--- src/rtl/kb_pkg.sv ---
// Shared scan-code, ASCII and FSM definitions for the PS/2 keyboard to UART bridge.
package kb_pkg;

    localparam logic [7:0] SC_BREAK  = 8'hF0;
    localparam logic [7:0] SC_EXT    = 8'hE0;
    localparam logic [7:0] SC_LSHIFT = 8'h12;
    localparam logic [7:0] SC_RSHIFT = 8'h59;
    localparam logic [7:0] SC_CAPS   = 8'h58;
    localparam logic [7:0] SC_ENTER  = 8'h5A;

    localparam logic [7:0] CR  = 8'h0D;
    localparam logic [7:0] LF  = 8'h0A;
    localparam logic [7:0] BS  = 8'h08;
    localparam logic [7:0] TAB = 8'h09;
    localparam logic [7:0] ESC = 8'h1B;

    typedef enum logic [1:0] {
        IDLE,
        BRK,
        EXT,
        EXT_BRK
    } kb_state_t;

    // Lower-case ASCII letter to upper case.
    function automatic logic [7:0] to_upper(input logic [7:0] c);
        return c - 8'h20;
    endfunction

endpackage

--- src/rtl/ps2_kb_ascii_bridge_if.sv ---
// Scan-byte input, UART write handshake and status signals of the keyboard bridge.
interface ps2_kb_ascii_bridge_if;
    logic       scan_valid;
    logic [7:0] scan_code;
    logic       tx_full;
    logic       clr_ovf;
    logic       wr_uart;
    logic [7:0] wr_data;
    logic       fifo_empty;
    logic       fifo_full;
    logic       ovf;
    logic       shift_o;
    logic       caps_o;

    modport master (
        output scan_valid, scan_code, tx_full, clr_ovf,
        input  wr_uart, wr_data, fifo_empty, fifo_full, ovf, shift_o, caps_o
    );

    modport slave (
        input  scan_valid, scan_code, tx_full, clr_ovf,
        output wr_uart, wr_data, fifo_empty, fifo_full, ovf, shift_o, caps_o
    );
endinterface

--- src/rtl/kb_ascii_map.sv ---
// Combinational US-layout scan-code set 2 to ASCII translation with shift/caps handling.
module kb_ascii_map
    import kb_pkg::*;
(
    input  logic [7:0] scan_code,
    input  logic       shift,
    input  logic       caps,
    output logic [7:0] ascii,
    output logic       hit
);

    logic [7:0] lower;
    logic [7:0] upper;
    logic       letter;

    always_comb begin
        lower  = 8'h00;
        upper  = 8'h00;
        letter = 1'b0;
        hit    = 1'b1;
        case (scan_code)
            8'h1C: begin lower = "a"; letter = 1'b1; end
            8'h32: begin lower = "b"; letter = 1'b1; end
            8'h21: begin lower = "c"; letter = 1'b1; end
            8'h23: begin lower = "d"; letter = 1'b1; end
            8'h24: begin lower = "e"; letter = 1'b1; end
            8'h2B: begin lower = "f"; letter = 1'b1; end
            8'h34: begin lower = "g"; letter = 1'b1; end
            8'h33: begin lower = "h"; letter = 1'b1; end
            8'h43: begin lower = "i"; letter = 1'b1; end
            8'h3B: begin lower = "j"; letter = 1'b1; end
            8'h42: begin lower = "k"; letter = 1'b1; end
            8'h4B: begin lower = "l"; letter = 1'b1; end
            8'h3A: begin lower = "m"; letter = 1'b1; end
            8'h31: begin lower = "n"; letter = 1'b1; end
            8'h44: begin lower = "o"; letter = 1'b1; end
            8'h4D: begin lower = "p"; letter = 1'b1; end
            8'h15: begin lower = "q"; letter = 1'b1; end
            8'h2D: begin lower = "r"; letter = 1'b1; end
            8'h1B: begin lower = "s"; letter = 1'b1; end
            8'h2C: begin lower = "t"; letter = 1'b1; end
            8'h3C: begin lower = "u"; letter = 1'b1; end
            8'h2A: begin lower = "v"; letter = 1'b1; end
            8'h1D: begin lower = "w"; letter = 1'b1; end
            8'h22: begin lower = "x"; letter = 1'b1; end
            8'h35: begin lower = "y"; letter = 1'b1; end
            8'h1A: begin lower = "z"; letter = 1'b1; end
            8'h16: begin lower = "1"; upper = "!"; end
            8'h1E: begin lower = "2"; upper = "@"; end
            8'h26: begin lower = "3"; upper = "#"; end
            8'h25: begin lower = "4"; upper = "$"; end
            8'h2E: begin lower = "5"; upper = "%"; end
            8'h36: begin lower = "6"; upper = "^"; end
            8'h3D: begin lower = "7"; upper = "&"; end
            8'h3E: begin lower = "8"; upper = "*"; end
            8'h46: begin lower = "9"; upper = "("; end
            8'h45: begin lower = "0"; upper = ")"; end
            8'h0E: begin lower = 8'h60; upper = "~"; end
            8'h4E: begin lower = "-"; upper = "_"; end
            8'h55: begin lower = "="; upper = "+"; end
            8'h54: begin lower = "["; upper = "{"; end
            8'h5B: begin lower = "]"; upper = "}"; end
            8'h5D: begin lower = "\\"; upper = "|"; end
            8'h4C: begin lower = ";"; upper = ":"; end
            8'h52: begin lower = "'"; upper = "\""; end
            8'h41: begin lower = ","; upper = "<"; end
            8'h49: begin lower = "."; upper = ">"; end
            8'h4A: begin lower = "/"; upper = "?"; end
            // Control keys produce the same code regardless of modifiers.
            8'h29:    begin lower = 8'h20; upper = 8'h20; end
            SC_ENTER: begin lower = CR;    upper = CR;    end
            8'h66:    begin lower = BS;    upper = BS;    end
            8'h0D:    begin lower = TAB;   upper = TAB;   end
            8'h76:    begin lower = ESC;   upper = ESC;   end
            default:  hit = 1'b0;
        endcase
        if (letter)
            ascii = (shift ^ caps) ? to_upper(lower) : lower;
        else
            ascii = shift ? upper : lower;
    end

endmodule

--- src/rtl/ps2_kb_ascii_bridge.sv ---
// PS/2 scan-code parser, ASCII character FIFO and UART drain.
// Optional KB_CRLF_EN: Enter pushes CR followed by LF on the next cycle.
module ps2_kb_ascii_bridge
    import kb_pkg::*;
#(
    parameter int         FIFO_W        = 4,
    parameter bit         CAPS_EN       = 1'b1,
    parameter logic [7:0] UNMAPPED_CHAR = 8'h00
) (
    input logic                 clk,
    input logic                 rst,
    ps2_kb_ascii_bridge_if.slave bus
);

    localparam int DEPTH = 1 << FIFO_W;
    localparam logic [FIFO_W+1:0] DEPTH_X = DEPTH[FIFO_W+1:0];
`ifdef KB_CRLF_EN
    localparam bit CRLF_ON = 1'b1;
`else
    localparam bit CRLF_ON = 1'b0;
`endif

    kb_state_t state, state_nxt;
    logic shift_l, shift_l_nxt;
    logic shift_r, shift_r_nxt;
    logic caps, caps_nxt;
    logic lf_pend, lf_set;
    logic ovf_q, ovf_set;

    logic       push_req, crlf_req, wr_en;
    logic [7:0] push_data;
    logic [7:0] map_ascii;
    logic       map_hit;
    logic       scan_fire;

    logic [7:0]      mem [DEPTH];
    logic [FIFO_W:0] wptr, rptr, count;
    logic            empty, full, pop, room2;

    kb_ascii_map u_map (
        .scan_code (bus.scan_code),
        .shift     (shift_l | shift_r),
        .caps      (caps),
        .ascii     (map_ascii),
        .hit       (map_hit)
    );

    // The LF cycle after an Enter owns the FIFO write port; no byte is taken then.
    assign scan_fire = bus.scan_valid && !lf_pend;

    assign count = wptr - rptr;
    assign empty = (wptr == rptr);
    assign full  = (wptr[FIFO_W] != rptr[FIFO_W]) &&
                   (wptr[FIFO_W-1:0] == rptr[FIFO_W-1:0]);
    assign pop   = !empty && !bus.tx_full;
    assign room2 = ({1'b0, count} + {{FIFO_W{1'b0}}, 2'd2}) <=
                   (DEPTH_X + {{(FIFO_W+1){1'b0}}, pop});

    always_comb begin
        state_nxt   = state;
        shift_l_nxt = shift_l;
        shift_r_nxt = shift_r;
        caps_nxt    = caps;
        push_req    = 1'b0;
        crlf_req    = 1'b0;
        push_data   = map_ascii;
        if (lf_pend) begin
            push_req  = 1'b1;
            push_data = LF;
        end
        if (scan_fire) begin
            case (state)
                IDLE: begin
                    if (bus.scan_code == SC_BREAK)
                        state_nxt = BRK;
                    else if (bus.scan_code == SC_EXT)
                        state_nxt = EXT;
                    else if (bus.scan_code == SC_LSHIFT)
                        shift_l_nxt = 1'b1;
                    else if (bus.scan_code == SC_RSHIFT)
                        shift_r_nxt = 1'b1;
                    else if (bus.scan_code == SC_CAPS) begin
                        if (CAPS_EN)
                            caps_nxt = !caps;
                    end else if (CRLF_ON && bus.scan_code == SC_ENTER) begin
                        crlf_req  = 1'b1;
                        push_data = CR;
                    end else if (map_hit)
                        push_req = 1'b1;
                    else if (UNMAPPED_CHAR != 8'h00) begin
                        push_req  = 1'b1;
                        push_data = UNMAPPED_CHAR;
                    end
                end
                BRK: begin
                    if (bus.scan_code == SC_LSHIFT)
                        shift_l_nxt = 1'b0;
                    else if (bus.scan_code == SC_RSHIFT)
                        shift_r_nxt = 1'b0;
                    state_nxt = IDLE;
                end
                EXT:     state_nxt = (bus.scan_code == SC_BREAK) ? EXT_BRK : IDLE;
                EXT_BRK: state_nxt = IDLE;
                default: state_nxt = IDLE;
            endcase
        end
    end

    // A CR/LF pair is all-or-nothing; a pop this cycle frees one slot for it.
    always_comb begin
        wr_en   = 1'b0;
        ovf_set = 1'b0;
        lf_set  = 1'b0;
        if (crlf_req) begin
            if (room2) begin
                wr_en  = 1'b1;
                lf_set = 1'b1;
            end else
                ovf_set = 1'b1;
        end else if (push_req) begin
            if (!full || pop)
                wr_en = 1'b1;
            else
                ovf_set = 1'b1;
        end
    end

    always_ff @(posedge clk or posedge rst) begin
        if (rst) begin
            state   <= IDLE;
            shift_l <= 1'b0;
            shift_r <= 1'b0;
            caps    <= 1'b0;
            lf_pend <= 1'b0;
            ovf_q   <= 1'b0;
            wptr    <= '0;
            rptr    <= '0;
        end else begin
            state   <= state_nxt;
            shift_l <= shift_l_nxt;
            shift_r <= shift_r_nxt;
            caps    <= caps_nxt;
            lf_pend <= lf_set;
            if (wr_en)
                wptr <= wptr + 1'b1;
            if (pop)
                rptr <= rptr + 1'b1;
            if (ovf_set)
                ovf_q <= 1'b1;
            else if (bus.clr_ovf)
                ovf_q <= 1'b0;
        end
    end

    always_ff @(posedge clk) begin
        if (wr_en)
            mem[wptr[FIFO_W-1:0]] <= push_data;
    end

    assign bus.wr_uart    = pop;
    assign bus.wr_data    = mem[rptr[FIFO_W-1:0]];
    assign bus.fifo_empty = empty;
    assign bus.fifo_full  = full;
    assign bus.ovf        = ovf_q;
    assign bus.shift_o    = shift_l | shift_r;
    assign bus.caps_o     = caps;

endmodule

--- src/flat_wrapper.sv ---
// flat-port wrapper written by rule: the top's interface ports become plain ports
module ps2_kb_ascii_bridge_flat import kb_pkg::*;
#(
    parameter int         FIFO_W        = 4,
    parameter bit         CAPS_EN       = 1'b1,
    parameter logic [7:0] UNMAPPED_CHAR = 8'h00
)
  (clk, rst, bus_scan_valid, bus_scan_code, bus_tx_full, bus_clr_ovf, bus_wr_uart, bus_wr_data, bus_fifo_empty, bus_fifo_full, bus_ovf, bus_shift_o, bus_caps_o);
  ps2_kb_ascii_bridge_if bus_i ();
  input logic clk;
  input logic rst;
  input wire logic [$bits(bus_i.scan_valid)-1:0] bus_scan_valid;
  input wire logic [$bits(bus_i.scan_code)-1:0] bus_scan_code;
  input wire logic [$bits(bus_i.tx_full)-1:0] bus_tx_full;
  input wire logic [$bits(bus_i.clr_ovf)-1:0] bus_clr_ovf;
  output wire logic [$bits(bus_i.wr_uart)-1:0] bus_wr_uart;
  output wire logic [$bits(bus_i.wr_data)-1:0] bus_wr_data;
  output wire logic [$bits(bus_i.fifo_empty)-1:0] bus_fifo_empty;
  output wire logic [$bits(bus_i.fifo_full)-1:0] bus_fifo_full;
  output wire logic [$bits(bus_i.ovf)-1:0] bus_ovf;
  output wire logic [$bits(bus_i.shift_o)-1:0] bus_shift_o;
  output wire logic [$bits(bus_i.caps_o)-1:0] bus_caps_o;
  assign bus_i.scan_valid = bus_scan_valid;
  assign bus_i.scan_code = bus_scan_code;
  assign bus_i.tx_full = bus_tx_full;
  assign bus_i.clr_ovf = bus_clr_ovf;
  assign bus_wr_uart = bus_i.wr_uart;
  assign bus_wr_data = bus_i.wr_data;
  assign bus_fifo_empty = bus_i.fifo_empty;
  assign bus_fifo_full = bus_i.fifo_full;
  assign bus_ovf = bus_i.ovf;
  assign bus_shift_o = bus_i.shift_o;
  assign bus_caps_o = bus_i.caps_o;
  ps2_kb_ascii_bridge #(.FIFO_W(FIFO_W), .CAPS_EN(CAPS_EN), .UNMAPPED_CHAR(UNMAPPED_CHAR)) u_core (.clk(clk), .rst(rst), .bus(bus_i));
endmodule
--- config.mk ---
export PLATFORM = sky130hd
export DESIGN_NAME = ps2_kb_ascii_bridge_flat
export DESIGN_NICKNAME = d
export VERILOG_FILES = /design/src/rtl/kb_pkg.sv /design/src/rtl/ps2_kb_ascii_bridge_if.sv /design/src/rtl/kb_ascii_map.sv /design/src/rtl/ps2_kb_ascii_bridge.sv /design/src/flat_wrapper.sv
export SDC_FILE = /design/constraint.sdc
export NUM_CORES = 1
export LEC_CHECK = 0
export CORE_MARGIN = 2
export CORE_UTILIZATION = 43
export DETAILED_ROUTE_END_ITERATION = 10
export PLACE_DENSITY = 0.65
export SLEW_MARGIN = 15
export SYNTH_ARGS = -nofsm -noshare
export SYNTH_HDL_FRONTEND = slang
export SYNTH_SLANG_ARGS = --single-unit
--- constraint.sdc ---
create_clock -name clk -period 2.75 [get_ports clk]
set_input_delay 0.55 -clock clk [delete_from_list [all_inputs] [get_ports clk]]
set_output_delay 0.55 -clock clk [all_outputs]
set_load 0.05 [all_outputs]
# Yosys cells after proc, flatten, opt, wreduce, memory -nomap -nowiden
# Memory sizes are Yosys's and may differ from the RTL's.
# Cells that the tools add are included.
# op_classes
reduce_logical	17
bitwise	6
n_eq_ne	72
muxes	39
add_sub_neg	3
# op_table
cell	n
$pmux 7 s52	1
$eq 8x6->1 const B	23
$pmux 7 s26	1
$eq 8x7->1 const B	22
$eq 8x5->1 const B	8
$reduce_or 52->1	1
$mux 1	28
$reduce_or 26->1	1
$mux 8	3
$eq 8x4->1 const B	2
$eq 8x8->1 const B	2
$add 5x1->5 const B	2
$ne 2x1->1 const B	4
$ne 2x2->1 const B	4
$reduce_and 8->1	1
$sub 8x6->8 const B	1
$reduce_and 7->1	1
$mux 2	3
$pmux 2 s3	1
$reduce_and 6->1	1
$eq 5x5->1	1
$eq 2x2->1 const B	2
$eq 4x4->1	1
$logic_not 1->1	4
13 further kinds	19
# totals
input_bits	13
wordCells	145
ram_bits	128
regBits	16
memories	1
# memory_table
name	words	word_bits	read_ports	rd_ports_with_merged_regs	wr	line	rtl
u_core.mem	16	8	1	0	1	ps2_kb_ascii_bridge.sv:36	logic [7:0] mem [DEPTH];

# Depth between registers and ports, before layout
# Gate-level depths: netlist of run 1.
# depth
word_depth	14
mapped_depth	12
depth_no_buf	10

# Hierarchy
# Synthesis of run 1 repeated with hierarchy kept, for this count alone.
# unflattened
hier_cells	511
hier_area_um2	7249.5
# by_module_without_submodules
module	seq_area_each_um2	cells_per_inst	area_per_inst_um2	n_inst
ps2_kb_ascii_bridge	4244.1	284	5834.3	1
kb_ascii_map	0.0	227	1415.1	1

# Least setup slack after synthesis of run 1
# No wires, ideal clock.
# synth_timing
path_kind	input port to flip-flop
start	input port bus_scan_code[0]
end	memory u_core.mem[0][6], data pin
slack_ps	-619
setup_time_ps	419
path_buffers	2
cell_stages	7
t_arrival_ps	2950
required_ps	2331
path_cell_list	buf_2 > and4b_1 > buf_2 > nand2_1 > o311ai_1 > nor4_4 > o311ai_0
# synth_via
elab_chain_len	5
# synth_lines
element	line	rtl
start: declaration	flat_wrapper.sv:13	input wire logic [$bits(bus_i.scan_code)-1:0] bus_scan_code;
$eq 8x7->1, or another cell as far along	kb_ascii_map.sv:21	case (scan_code)
$pmux 7 s52	kb_ascii_map.sv:21	
$sub 8x6->8	kb_pkg.sv:26	return c - 8'h20;
$mux 8	kb_ascii_map.sv:78	ascii = (shift ^ caps) ? to_upper(lower) : lower;
$mux 8 (*)	kb_ascii_map.sv:77	if (letter)
named net u_core.map_ascii[6]	ps2_kb_ascii_bridge.sv:32	logic [7:0] map_ascii;
end: declaration	ps2_kb_ascii_bridge.sv:36	
# The timed path passes the listed nets; every way through them passes the cells marked *.

# Final worst setup path of run 1
# layout_timing
start	register u_core.rptr[0]
end	output port bus_wr_data[6]
# layout_via
elab_chain_len	1
# layout_lines
element	line	rtl
start: declaration	ps2_kb_ascii_bridge.sv:37	logic [FIFO_W:0] wptr, rptr, count;
start signal: assignment	ps2_kb_ascii_bridge.sv:147	rptr <= rptr + 1'b1;
$mem_v2 16x8	--	
end: declaration	flat_wrapper.sv:17	output wire logic [$bits(bus_i.wr_data)-1:0] bus_wr_data;
# Every way passes these cells.

==> results of run 1 <==
==> area by class of cell <==
cell class              count  area (um^2)  area share (%)
inverters                  10         37.5           0.369
well taps                 220          275            2.71
flip-flops and latches    144         4250            41.8
clock buffers              17          425            4.19
clock inverters            15          164            1.61
multi-input cells         333         3250            32.0
repair buffers            200         1770            17.4
==> cell families after synthesis <==
family	Yosys count	synth area share, %
AO/OA/AOI/OAI	88	8.75
buffers and inverters	55	3.46
adder cells (fa/ha/maj)	6	1.02
AND/OR/NAND/NOR	176	14.4
XOR/XNOR	18	2.14
flip-flops	144	57.5
multiplexers	43	12.7
==> through the flow <==
stage / setup WS (ns) / cell area [um^2] / utilization (%) / power, mW
final: -0.146 / 10200 / 60.8 / 7.82
after global routing: -0.200 / 10200 / 60.8 / 8.12
after CTS: -0.162 / 10100 / 60.6 / 7.86
after detailed placement: -1.06 / 9260 / 55.5 / 5.50
after global placement: -0.972 / 9260 / 55.5 / 5.46
after floorplan: -0.0266 / 7580 / - / 4.61
==> cells in the final DEF (no fill, tap or decap), drive strengths merged, types with 3 or more instances in the layout <==
| cell type | instances |
|---|---|
| buf | 191 |
| edfxtp | 128 |
| mux4 | 40 |
| nand2 | 39 |
| nor2 | 31 |
| inv | 20 |
| clkbuf | 19 |
| nand3 | 17 |
| o21ai | 17 |
| dfrtp | 16 |
| nor3 | 16 |
| xnor2 | 14 |
| a21oi | 14 |
| nor2b | 11 |
| nor4b | 9 |
| and3 | 8 |
| nand2b | 7 |
| nand4 | 7 |
| clkdlybuf4s50 | 7 |
| o31ai | 7 |
| nor4 | 7 |
| a22oi | 6 |
| ha | 6 |
| nand3b | 5 |
| a32oi | 5 |
| a211oi | 5 |
| o211ai | 4 |
| xor2 | 4 |
| o22ai | 4 |
| and4b | 4 |
| clkinv | 4 |
| o311ai | 3 |
| o21a | 3 |
| o2111ai | 3 |
| or3 | 3 |
| a311oi | 3 |
==> sequential cells by signal, summed over array words and instances (netlist names) <==
| signal | cells |
|---|---|
| u_core.rptr | 5 |
| u_core.shift_l | 1 |
| u_core.bus.caps_o | 1 |
| u_core.bus.ovf | 1 |
| u_core.mem | 128 |
| u_core.state | 2 |
| u_core.wptr | 5 |
| u_core.shift_r | 1 |
==> power by group through the flow <==
| stage | sequential [mW] | clock, mW | combinational (mW) |
|---|---|---|---|
| 3_5_place_dp | 2.65 | 0 | 2.85 |
| 4_1_cts | 2.60 | 2.26 | 3.00 |
| 2_1_floorplan | 2.60 | 0 | 2.01 |
| 3_3_place_gp | 2.65 | 0 | 2.81 |
| 6_report | 2.60 | 2.22 | 3.00 |
| 5_1_grt | 2.61 | 2.35 | 3.16 |
==> per-layer routing <==
metal | share of wire [%] | track usage, %
met1 | 39 | 27.9
met2 | 54 | 43.2
met3 | 3.3 | 4.02
met4 | 3.3 | 10.5
met5 | 0 | 0
==> cell usage after synthesis, drive strengths merged (3+ instances only) <==
cell type,n,share of area [%]
nand3,16,1.4
mux4,40,12
or3,3,0.25
a32oi,5,0.70
nor3,16,1.5
nand2,39,2.0
edfxtp,128,52
o31ai,7,0.78
o21ai,17,1.2
nor4,7,0.80
o22ai,4,0.34
dfrtp,16,5.4
buf,29,2.1
o211ai,4,0.41
a22oi,6,0.61
a311oi,3,0.59
inv,10,0.51
o21a,3,0.31
nand2b,7,0.59
nor2b,11,0.93
xor2,4,0.47
a211oi,5,0.51
clkbuf,16,0.81
ha,6,1.0
xnor2,14,1.7
nor4b,9,1.2
and4b,4,0.59
and3,8,0.68
o2111ai,3,0.36
nand4,7,0.59
nor2,31,1.6
nand3b,5,0.51
a21oi,14,0.95
==> timing repair <==
action | 4_1_cts | 5_1_grt
endpoints found under the setup margin | 267 | 224
hold buffers | 0 | 0
resized for setup | 62 | 16
pin swaps | 17 | 15
gates cloned | 2 | 1
buffers inserted | 11 | 2
==> path summary, 6_finish.rpt <==
check / start / endpoint / slack (ns) / cells past startpoint
min: u_core.shift_l$_DFFE_PP0P_ / u_core.shift_l$_DFFE_PP0P_ / 0.49 / 2
max in group asynchronous: rst / u_core.rptr[0]$_DFFE_PP0P_ / 1.79 / 2
max: u_core.rptr[0]$_DFFE_PP0P_ / bus_wr_data[6] / -0.15 / 4
min reg2reg: u_core.shift_l$_DFFE_PP0P_ / u_core.shift_l$_DFFE_PP0P_ / 0.49 / 2
max reg2reg: u_core.rptr[0]$_DFFE_PP0P_ / u_core.mem[0][7]$_DFFE_PP_ / 0.42 / 8
min in group asynchronous: rst / u_core.wptr[4]$_DFFE_PP0P_ / 0.50 / 2
==> worst register-to-register path, delay by kind of cell (launching register included) <==
family,cells,cell delay (ns)
and+or+nand+nor,5,1.02
buffers and inverters,2,0.41
xor gates and xnor gates,1,0.12
DFF,1,0.49
==> results by group, run 1 <==
Status
  • Outcome: finished, violations left
  • Failing checks: setup timing

Final layout
  • Number of nets in the layout: 725
  • Non-filler instance count after layout: 939
  • Share of cells above drive strength 1: 44.9%
  • Area Growth Syn to Fin: 37.7%
  • Diodes inserted: 0
  • Fill count: 1,279

Worst setup path
  • Worst setup SP type: flop
  • CP Capture Type: output port
  • CP top delay family: multiplexers
  • CP Data Required Time: 2.20 ns
  • Critical path, cell by cell: buf_4, mux4_2, mux4_2, buf_4
  • Critical path peak fanout: 5
  • Critical path arrival: 2.35 ns
  • Worst path slowest cell: mux4_2
  • CP bufs+invs: 2
  • Critical path's largest stage delay: 0.52 ns
  • Crit Path Class: reg -> out

Timing
  • Final setup fails: 8
  • Final min period: 2.90 ns
  • Final period util: 105%
  • Worst slew pin tran: 0.631 ns
  • Highest clock rate: 345 MHz
  • Final setup skew: 0.0141 ns
  • PnR worst setup slack: -0.146 ns
  • Setup TNS: -0.900 ns
  • Final Hold Fails: 0
  • Max-slew violation count: 0
  • Relative slew slack: 57.9%
  • Hold_ws: 0.485 ns
  • RSZ-0062 raised after global routing: true

Floorplan
  • Die width: 135 um
  • Area of the core: 16,700 um^2
  • Initial core utilization: 44.2%
  • IO Pins: 27
  • Die Y: 135 um
  • Cell Rows: 47
  • Area of the die: 18,200 um^2

Power and ir drop
  • PD cells: 770 nW/um^2
  • Clk network pwr share: 28.4%
  • Pleak: 3.77 nW
  • Switching power: 2.73 mW
  • Sw Share: 34.9%
  • Sequential power share: 33.3%
  • Internal power: 5.09 mW
  • Combinational share of power: 38.3%
  • Max VDD drop: 0.000609 V

Clock network
  • Worst skew pair latency: 0.42 ns
  • H-tree level count: 4
  • Clk root buf: clkbuf_16
  • CTS tree: built
  • Clock transition at path regs: 0.07 ns
  • Cts bufs inserted: 17
  • CTS Sinks: 144
  • Max Root-Sink Buffers: 2

Synthesis
  • Yosys warns: 0
  • Syn Nets: 549
  • Syn Area/Cell: 13.9 um^2
  • FFs w/ async S/R, synth: 11.1%
  • EDFF count, synth: 128
  • Sequential fraction of the synthesis area: 57.5%
  • Post-synthesis register bit count: 144
  • Primary FF master, synth: edfxtp_1
  • Post-Syn Area: 7380 um^2
  • Syn Inst Count: 530
  • Distinct cells, synth: 71

GRT
  • Pin count of the biggest net entering global routing: 37
  • Gr usage total: 23.9%
  • First-pass GRT wire length: 31,800 um
  • GR Overflow Total: 0
  • Number of global-route vias before repair: 5,571
  • Initial antenna violation count: 0

Worst hold path
  • Worst hold path type: reg -> reg

Drt
  • DR vias: 5,393
  • Per-cell routed wire length: 22.3 um
  • Routed WL: 20,900 um
  • Initial DRT Pass Iterations: 5
  • Number of DRC markers in iteration 0: 335
  • # DRC: 0
  • Antenna Nets Post-Route: 0
  • Routed vias/inst: 5.74

Place
  • # placed instances: 891
  • DP Wirelength: 14,600 um
  • Port-buffer cells: 26
  • Placer Congestion: 0.962

Job
  • Max-cap violations: 0
Note: power is estimated with default switching activity, not from simulation.
==> run 2, diff against run 1 <==
- REMOVE_ABC_BUFFERS: not set -> 1
==> results by group, run 2 (synthesis results as in run 1) <==
Worst setup path
  • Worst path slowest cell: mux4_2
  • Critical R2R Capture: u_core.mem[13][5]$_DFFE_PP_
  • RR Startpoint: u_core.rptr[0]$_DFFE_PP0P_
  • Flop-to-flop setup slack: 0.06 ns
  • Path depth of the worst reg2reg path: 12
  • Crit Path Class: reg -> out
  • Critical path, cell by cell: clkbuf_16, mux4_2, mux4_2, buf_6
  • Critical path arrival: 2.40 ns
  • CP Capture Type: output port
  • Critical path peak fanout: 6
  • Worst setup SP type: flop
  • Crit path top cell by count: mux4_2
  • CP Data Required Time: 2.20 ns
  • Critical path's largest stage delay: 0.55 ns

Power and ir drop
  • Internal power: 5.54 mW
  • Combinational share of power: 39.3%
  • Max VDD drop: 0.000944 V
  • Pwr Total: 8.25 mW
  • PD cells: 803 nW/um^2
  • Switching power: 2.71 mW
  • Pleak: 3.76 nW
  • Sequential power share: 31.8%
  • Clk network pwr share: 28.9%
  • Sw Share: 32.9%

Job
  • Max-cap violations: 0

Floorplan
  • Die Y: 135 um
  • IO Pins: 27
  • Area of the die: 18,200 um^2
  • Initial core utilization: 44.2%
  • Cell Rows: 47
  • Area of the core: 16,700 um^2
  • Die width: 135 um

Clock network
  • Clock transition at path regs: 0.06 ns
  • CTS tree: built
  • CTS Sinks: 144
  • Worst skew pair latency: 0.42 ns
  • Hold Buf Count CTS: 0
  • H-tree level count: 4
  • Cts bufs inserted: 17
  • Max Root-Sink Buffers: 2
  • Clk root buf: clkbuf_16

GRT
  • First-pass GRT wire length: 30,600 um
  • GR Overflow Total: 0
  • Pin count of the biggest net entering global routing: 37
  • Number of global-route vias before repair: 5,472
  • Initial antenna violation count: 0
  • Gr usage total: 22.5%

Place
  • # placed instances: 875
  • Port-buffer cells: 26
  • DP Wirelength: 14,100 um
  • Placer Congestion: 0.981

Final layout
  • Share of cells above drive strength 1: 45.1%
  • Commonest non-fill, non-tap cell in the layout: edfxtp_1
  • Fill count: 1,265
  • Most frequent cells in the layout: edfxtp_1 (128), buf_4 (120), buf_6 (44), mux4_2 (40), nand2_1 (37)
  • Area Growth Syn to Fin: 39.2%
  • Max reg flops: 128
  • Number of nets in the layout: 718
  • Diodes inserted: 0
  • Layout Utilization: 61.5%
  • Non-filler instance count after layout: 932

Drt
  • Routed WL: 21,300 um
  • DR vias: 5,511
  • Antenna Nets Post-Route: 0
  • # DRC: 0
  • Routed vias/inst: 5.91
  • Per-cell routed wire length: 22.8 um
  • Initial DRT Pass Iterations: 5
  • Number of DRC markers in iteration 0: 369

Timing
  • Highest clock rate: 339 MHz
  • Max-slew violation count: 0
  • Worst slew pin tran: 0.614 ns
  • Final setup skew: 0.00793 ns
  • PnR worst setup slack: -0.203 ns
  • RSZ-0062 raised after global routing: true
  • Final Hold Fails: 0
  • Relative slew slack: 59.0%
  • Final period util: 107%
  • Final min period: 2.95 ns
  • Hold_ws: 0.498 ns
  • Setup TNS: -5.37 ns
  • Final setup fails: 104

Worst hold path
  • Worst hold path type: in -> async

Status
  • Failing checks: setup timing
  • Outcome: finished, violations left
run 2: changes by cell type in the layout (fill, tap and decap cells not counted), sizes merged:
cell,previous run,this run
buf,191,175
bufinv,0,4
clkbuf,19,29
clkinv,4,6
clkinvlp,1,2
dlymetal6s2s,0,1
inv,20,12
o311ai,3,2
run 2: area by class of cell:
cell class,count,area [um^2],share of cell area [%]
clock buffer,18,429,4.18
clock inverter,14,188,1.83
inverter,10,40.0,0.390
multi-input combinational,332,3270,31.8
sequential,144,4250,41.4
tap,220,275,2.68
timing repair buffer,194,1820,17.7
run 2: worst max path at each step:
stage | startpoint | end | slack [ns] | cells after the start
floorplan | bus_scan_code[4] | u_core.mem[1][0]$_DFFE_PP_ | -1.19 | 7
global placement | bus_scan_code[0] | u_core.mem[10][0]$_DFFE_PP_ | -0.82 | 9
detailed placement | bus_scan_code[6] | u_core.mem[0][1]$_DFFE_PP_ | -0.85 | 11
CTS | u_core.rptr[0]$_DFFE_PP0P_ | bus_wr_data[0] | -0.27 | 4
global route | u_core.rptr[0]$_DFFE_PP0P_ | bus_wr_data[7] | -0.25 | 4
finish | u_core.rptr[0]$_DFFE_PP0P_ | bus_wr_data[7] | -0.20 | 4
run 2: timing repair:
action / in CTS / in global routing
cloned: 1 / 6
endpoints found under the hold margin: 0 / 0
resized for setup: 63 / 89
endpoints found under the setup margin: 267 / 267
pin swaps: 15 / 29
buffers inserted: 11 / 12
run 2: metal layers:
layer,vias to the layer above,part of all wire [%],global-route usage (%),routed length [um]
li1,2445,-,-,-
met3,58,4.4,3.53,935
met1,2783,38,26.7,8110
met2,225,54,40.4,11500
met4,0,3.6,10.0,761
met5,-,0,0,0
run 2: critical path, delay by kind of cell (launching register included):
kind                   cells  cell delay, ns
muxes                      2            1.07
DFF                        1            0.53
buffers and inverters      2            0.37
run 2: per-stage QoR:
| step | setup slack [ns] | area, um^2 |
|---|---|---|
| 2_1_floorplan | -1.19 | 7160 |
| 3_3_place_gp | -0.817 | 8880 |
| 3_5_place_dp | -0.845 | 8880 |
| 4_1_cts | -0.274 | 9840 |
| 5_1_grt | -0.247 | 10300 |
| 6_report | -0.203 | 10300 |
run 2: power groups by stage:
| stage | Combinational (mW) | Clock, mW | Sequential, mW |
|---|---|---|---|
| 5_1_grt | 3.40 | 2.50 | 2.64 |
| 3_5_place_dp | 2.77 | 0 | 2.64 |
| 3_3_place_gp | 2.73 | 0 | 2.64 |
| 6_report | 3.24 | 2.38 | 2.63 |
| 2_1_floorplan | 1.56 | 0 | 2.87 |
| 4_1_cts | 2.94 | 2.40 | 2.60 |
